==> src/rtl/seed_pkg.sv <==
// Shared SEED core definitions: round count, counter width, sequencer states.
// Reused by the round controller, key schedule and Feistel datapath.
package seed_pkg;

  localparam int SEED_ROUNDS = 16;
  localparam int SEED_CNT_W  = 4;

  typedef enum logic [1:0] {
    ST_IDLE  = 2'b00,
    ST_LOAD  = 2'b01,
    ST_ROUND = 2'b10,
    ST_DONE  = 2'b11
  } seed_state_e;

endpackage

==> src/rtl/seed_round_ctrl.sv <==
// SEED round sequencer: one Feistel round per clk_en pulse, done/ack release.
// Ports: clk, reset (async high), start, clk_en, decrypt, ack in;
//        load, round_en, last_round, round_idx[CNT_W], busy, done out.
module seed_round_ctrl
  import seed_pkg::*;
#(
  parameter int ROUNDS = SEED_ROUNDS,
  parameter int CNT_W  = SEED_CNT_W
) (
  input  logic             clk,
  input  logic             reset,
  input  logic             start,
  input  logic             clk_en,
  input  logic             decrypt,
  input  logic             ack,
  output logic             load,
  output logic             round_en,
  output logic             last_round,
  output logic [CNT_W-1:0] round_idx,
  output logic             busy,
  output logic             done
);

  localparam logic [CNT_W-1:0] LAST = CNT_W'(ROUNDS - 1);
  localparam logic [CNT_W-1:0] ONE  = CNT_W'(1);

  seed_state_e      state_q, state_d;
  logic [CNT_W-1:0] cnt_q, cnt_d;
  logic             dec_q, dec_d;

  always_ff @(posedge clk or posedge reset) begin
    if (reset) begin
      state_q <= ST_IDLE;
      cnt_q   <= '0;
      dec_q   <= 1'b0;
    end else begin
      state_q <= state_d;
      cnt_q   <= cnt_d;
      dec_q   <= dec_d;
    end
  end

  always_comb begin
    state_d    = state_q;
    cnt_d      = cnt_q;
    dec_d      = dec_q;
    load       = 1'b0;
    round_en   = 1'b0;
    last_round = 1'b0;
    busy       = 1'b0;
    done       = 1'b0;
    unique case (state_q)
      ST_IDLE: begin
        if (start) begin
          state_d = ST_LOAD;
          dec_d   = decrypt;
        end
      end
      ST_LOAD: begin
        load    = 1'b1;
        busy    = 1'b1;
        cnt_d   = '0;
        state_d = ST_ROUND;
      end
      ST_ROUND: begin
        busy = 1'b1;
        // No pulse means a stall: state and count simply hold.
        if (clk_en) begin
          round_en = 1'b1;
          if (cnt_q == LAST) begin
            last_round = 1'b1;
            state_d    = ST_DONE;
          end else begin
            cnt_d = cnt_q + ONE;
          end
        end
      end
      ST_DONE: begin
        done = 1'b1;
        if (ack) state_d = ST_IDLE;
      end
      default: state_d = ST_IDLE;
    endcase
  end

  // Decrypt walks the key schedule backwards.
  assign round_idx = dec_q ? (LAST - cnt_q) : cnt_q;

endmodule

==> config.mk <==
export PLATFORM = sky130hd
export DESIGN_NAME = seed_round_ctrl
export DESIGN_NICKNAME = d
export VERILOG_FILES = /design/src/rtl/seed_pkg.sv /design/src/rtl/seed_round_ctrl.sv
export SDC_FILE = /design/constraint.sdc
export NUM_CORES = 1
export LEC_CHECK = 0
export BUFFER_PORTS_ARGS = -buffer_cell sky130_fd_sc_hd__buf_2
export CORE_AREA = 10 10 47 49
export DETAILED_ROUTE_END_ITERATION = 8
export DIE_AREA = 0 0 57 59
export GPL_ROUTABILITY_DRIVEN = 0
export PLACE_DENSITY = 0.57
export REMOVE_ABC_BUFFERS = 1
export SETUP_SLACK_MARGIN = 0.02
export SLEW_MARGIN = 5
export SYNTH_ARGS = -nofsm -noshare
export SYNTH_HDL_FRONTEND = slang
export SYNTH_SLANG_ARGS = --single-unit
export TNS_END_PERCENT = 1
==> constraint.sdc <==
create_clock -name clk -period 1.6 [get_ports clk]
set_clock_uncertainty 0.15 [all_clocks]
set_input_delay 0.32 -clock clk [delete_from_list [all_inputs] [get_ports clk]]
set_output_delay 0.32 -clock clk [all_outputs]
set_load 0.02 [all_outputs]
# Word-level counts from Yosys, hierarchy flattened
# Cells that the tools add are included.
# totals
reg_bits,7
latch_bits,0
ram_bits,0
mem_bits_ro,0
in_bits,6
out_inout_bits,9
word_cells,37
memories,0
# op_classes
add_sub_neg,2
multipliers,0
n_div,0
n_lt_le_gt_ge,0
n_eq_ne,9
shift,0
mux,17
bitwise,0
reduce_logical,6
# ops
op,n
2-to-1 mux 4 bit,3
"!= test 2 bit, second input constant",5
2-to-1 mux 1 bit,8
2-to-1 mux 2 bit,4
one-hot mux 2 bit (4 select lines),1
one-hot mux 4 bit (2 select lines),1
"adder 4 x 1 -> 4 bit, second input constant",1
"equality test 2 bit, second input constant",2
"equality test 4 bit, second input constant",1
AND reduction 4 bit,1
"subtractor 4 bit, first input constant",1
AND reduction 3 bit,1
"equality test 2 x 1 -> 1 bit, second input constant",1
zero test 2 bit,1
AND reduction 2 bit,1
nonzero test 2 bit,1
OR reduction 2 bit,1

# Logic depth before layout (Yosys ltp)
# depth
ltp_word,4
depth_mapped,6
depth_no_buf,6

# Least setup slack after synthesis
# OpenSTA, ideal clock, no wires.
# synth_path
kind,reg-to-reg
from,register state_q[0]
to,register state_q[1]
setup_ns,0.128
t_arrival_ns,1.374
required_time_ns,1.322
slack_ns,-0.052
path_stages_with_launch,5
n_path_buf,0
period_less_slack_ns,1.652
cell_sequence,dfrtp_1 ha_1 nor2b_1 a221oi_2 mux2_1
# synth_between
elab_chain_len,3
word_cells_on_any_way,10
cone_classes,eq/ne: 7; mux: 1; reduce/logical: 2
# synth_lines
item,line_no,source
from (decl),seed_round_ctrl.sv:27,"seed_state_e state_q, state_d;"
from (signal assigned),seed_round_ctrl.sv:37,state_q <= state_d;
equality test 2 bit or zero test 2 bit (tied branches),seed_round_ctrl.sv:52,unique case (state_q)
!= test 2 bit (no line),n/a,
AND reduction 4 bit (no line),n/a,
# Parallel ways exist; a longest one is shown, timed or not.
# A chain may end at the register's enable or synchronous reset.

# Final worst setup path
# layout_path
from,register state_q[0]
to,output port last_round
# layout_between
elab_chain_len,2
# layout_lines
item,line_no,source
equality test 2 bit,seed_round_ctrl.sv:52,
2-to-1 mux 1 bit,seed_round_ctrl.sv:52,
to (decl),seed_round_ctrl.sv:18,"output logic last_round,"
# Every way passes these cells.

==> impl_results.md <==
- Most common cell after layout, fill and taps aside: buf_4
- DR pass1 iterations: 1
- Critical Path Start Type: flop
- Most frequent cells in the layout: 13 x buf_4, 9 x buf_2, 6 x dfrtp_1
- CTS Sinks: 7
- Failing checks: negative setup slack
- Worst skew pair latency: 250 ps
- Die X: 57 microns
- CTS tree: yes
- Non-Filler Instances: 91
- Root Driver: clkbuf_4
- Hold WS: 154.1 ps
- Row cnt: 14
- Chip height: 59 microns
- Largest net degree at the start of global routing: 8
- Max Fclk: 603.8 MHz
- CTS buffer count: 3
- DRT iter0 DRCs: 0
- Io pins: 15
- Layout cell share with drive strength beyond 1: 54.67%
- Rel. slew slack: 74.44%
- WP data arrival: 1190 ps
- RSZ-0062 raised after global routing: true
- Required time worst endpoint: 1130 ps
- Placed cell area: 621.8 sq um
- Critical path type: reg2out
- Fin area: 750.7 sq um
- Initial Util: 32.86%
- Outcome: finished with violations
- Port buffer count: 14
- Yosys cell types: 22
- Yosys reg bits: 7
- Seq/Total Area, Yosys: 38.04%
- Final wirelength: 1.196 mm
- Slew Limit Fails: 0
- Crit-path max FO: 4
- NetSw: 0.6826 mW
- Final Setup Violations: 5
- Vias in the first global route: 488
- Crit share post-route: 103.5%
- Worst setup margin: -56.07 ps
- Minimum clock period: 1656 ps
- Min-Delay Path Class: in2reg
- GRT Util Overall: 7.000%
- Pre-CTS setup slack: -93.27 ps
- Worst Tran Pin Value: 373.7 ps
- Cell area after synthesis: 460.4 sq um
- CTS max path bufs: 2
- Syn_area_per_cell: 10.01 sq um
- Yosys Warn Count: 0
- Synth Instances: 46
- Leak pwr: 0.3745 nW
- P_int: 0.8799 mW
- H-tree lvl count: 1
- Initial antenna violation count: 0
- Post-Place Cells: 85
- Crit. End Element: output port
- Gate power share: 68.0%
- DIE AREA: 3363 sq um
- Core ar.: 1401 sq um
- Ant diodes: 0
- DRC Markers: 0
- Switching share of power: 43.69%
- Grt ovf: 0
- Area grow syn2layout: 63.04%
- First-pass GRT wire length: 1.952 mm
- Via count: 438
- DR WL/cell: 13.14 microns
- CTS clock-pin slew for the worst setup and hold paths: 50 ps
- Fillers: 136
- Sequential Power Share: 21.7%
- DP HPWL: 963.4 microns
- Fin. Hold Viols: 0
- Clock power frac: 10.2%
- Pwr per Cell Area: 2081 nW/um^2
- ANT nets after route: 0
- Worst IR Drop VDD: 1.208 mV
- Nets: 87
- Max-cap violations: 0
- Power, Total: 1.562 mW
- Vias per cell: 4.813
==> kinds of logic (layout without fill, tap and decap cells) <==
family | Yosys count | after routing | share of synthesized area [%]
compound gates | 10 | 10 | 17.93
simple gates | 10 | 10 | 11.41
buf+inv | 8 | 37 | 6.520
flops | 7 | 7 | 38.04
fa+ha+maj | 5 | 5 | 13.59
xor+xnor | 4 | 4 | 7.608
mux | 2 | 2 | 4.891
==> worst max-delay path, stage by stage (launching register included) <==
cell,delay (ps)
dfrtp_1,410
inv_2,100
ha_4,150
nand2_4,80
nor2_4,90
buf_6,120
==> final cells by class <==
cell class | count | area, sq um | share of cell area (%)
multi-input combinational | 31 | 312.8 | 41.67
timing repair buffer | 26 | 186.4 | 24.83
sequential | 7 | 176.4 | 23.50
inverter | 7 | 28.78 | 3.833
clock buffer | 4 | 26.28 | 3.500
tap | 16 | 20.02 | 2.667
==> stage by stage <==
| step | setup TNS [ps] | utilization (%) |
|---|---|---|
| 3_3_place_gp | -38.24 | 44.38 |
| 6_report | -249.3 | 53.57 |
| 4_1_cts | -298.7 | 51.34 |
| 2_1_floorplan | -52.40 | - |
| 3_5_place_dp | -137.9 | 44.38 |
| 5_1_grt | -609.7 | 53.57 |
==> per-layer routing <==
layer | vias to the layer above | part of all wire (%) | wire, microns | GRT usage [%]
met2 | 13 | 49 | 582 | 11.63
li1 | 221 | - | - | -
met1 | 204 | 43 | 517 | 7.488
met5 | - | 0 | 0 | 0
met3 | 0 | 8.0 | 96 | 2.575
met4 | 0 | 0 | 0 | 4.027
==> synth_stat cells (all sizes together) <==
cell     n  area [sq um]
a21oi    3         15.01
nand3    1         5.000
inv      7         26.27
ha       5         62.56
a311oi   1         8.760
a32o     1         10.01
nand2    2         7.510
a221oi   1         15.01
a21o     1         7.510
clkbuf   1         3.750
nor2b    2         12.51
xor2     4         35.03
nor2     2         7.510
nand4    2         12.51
a2111oi  1         8.760
mux2     2         22.52
nor3b    1         7.510
a211oi   1         7.510
dfrtp    7         175.2
o32a     1         10.01
==> flip-flops by register name (all words and copies together) (netlist names) <==
name	count
cnt_q	4
dec_q	1
state_q	2
==> power by group through the flow <==
stage,clock network [mW],logic [mW],registers [mW]
6_report,0.160,1.06,0.340
3_5_place_dp,0,0.875,0.328
5_1_grt,0.174,1.15,0.351
4_1_cts,0.168,0.992,0.336
2_1_floorplan,0,0.544,0.323
3_3_place_gp,0,0.861,0.326
==> worst paths after layout <==
kind	startpoint	endpoint	slack [ps]	cells after the start
worst min-delay path	decrypt	dec_q	150	2
min in group asynchronous	reset	state_q[1]	390	3
worst max register to register	cnt_q[0]	state_q[1]	-40	4
max in group asynchronous	reset	dec_q	670	3
worst max-delay path	state_q[0]	last_round	-60	5
worst min register to register	state_q[0]	state_q[0]	430	1
==> what timing repair did <==
item,4_1_cts,5_1_grt
pin swaps,1,3
resized for setup,16,8
hold buffers,1,0
endpoints found under the hold margin,7,0
setup buffers,1,0
setup endpoints to repair,8,12
Note: power is estimated with default switching activity, not from simulation.
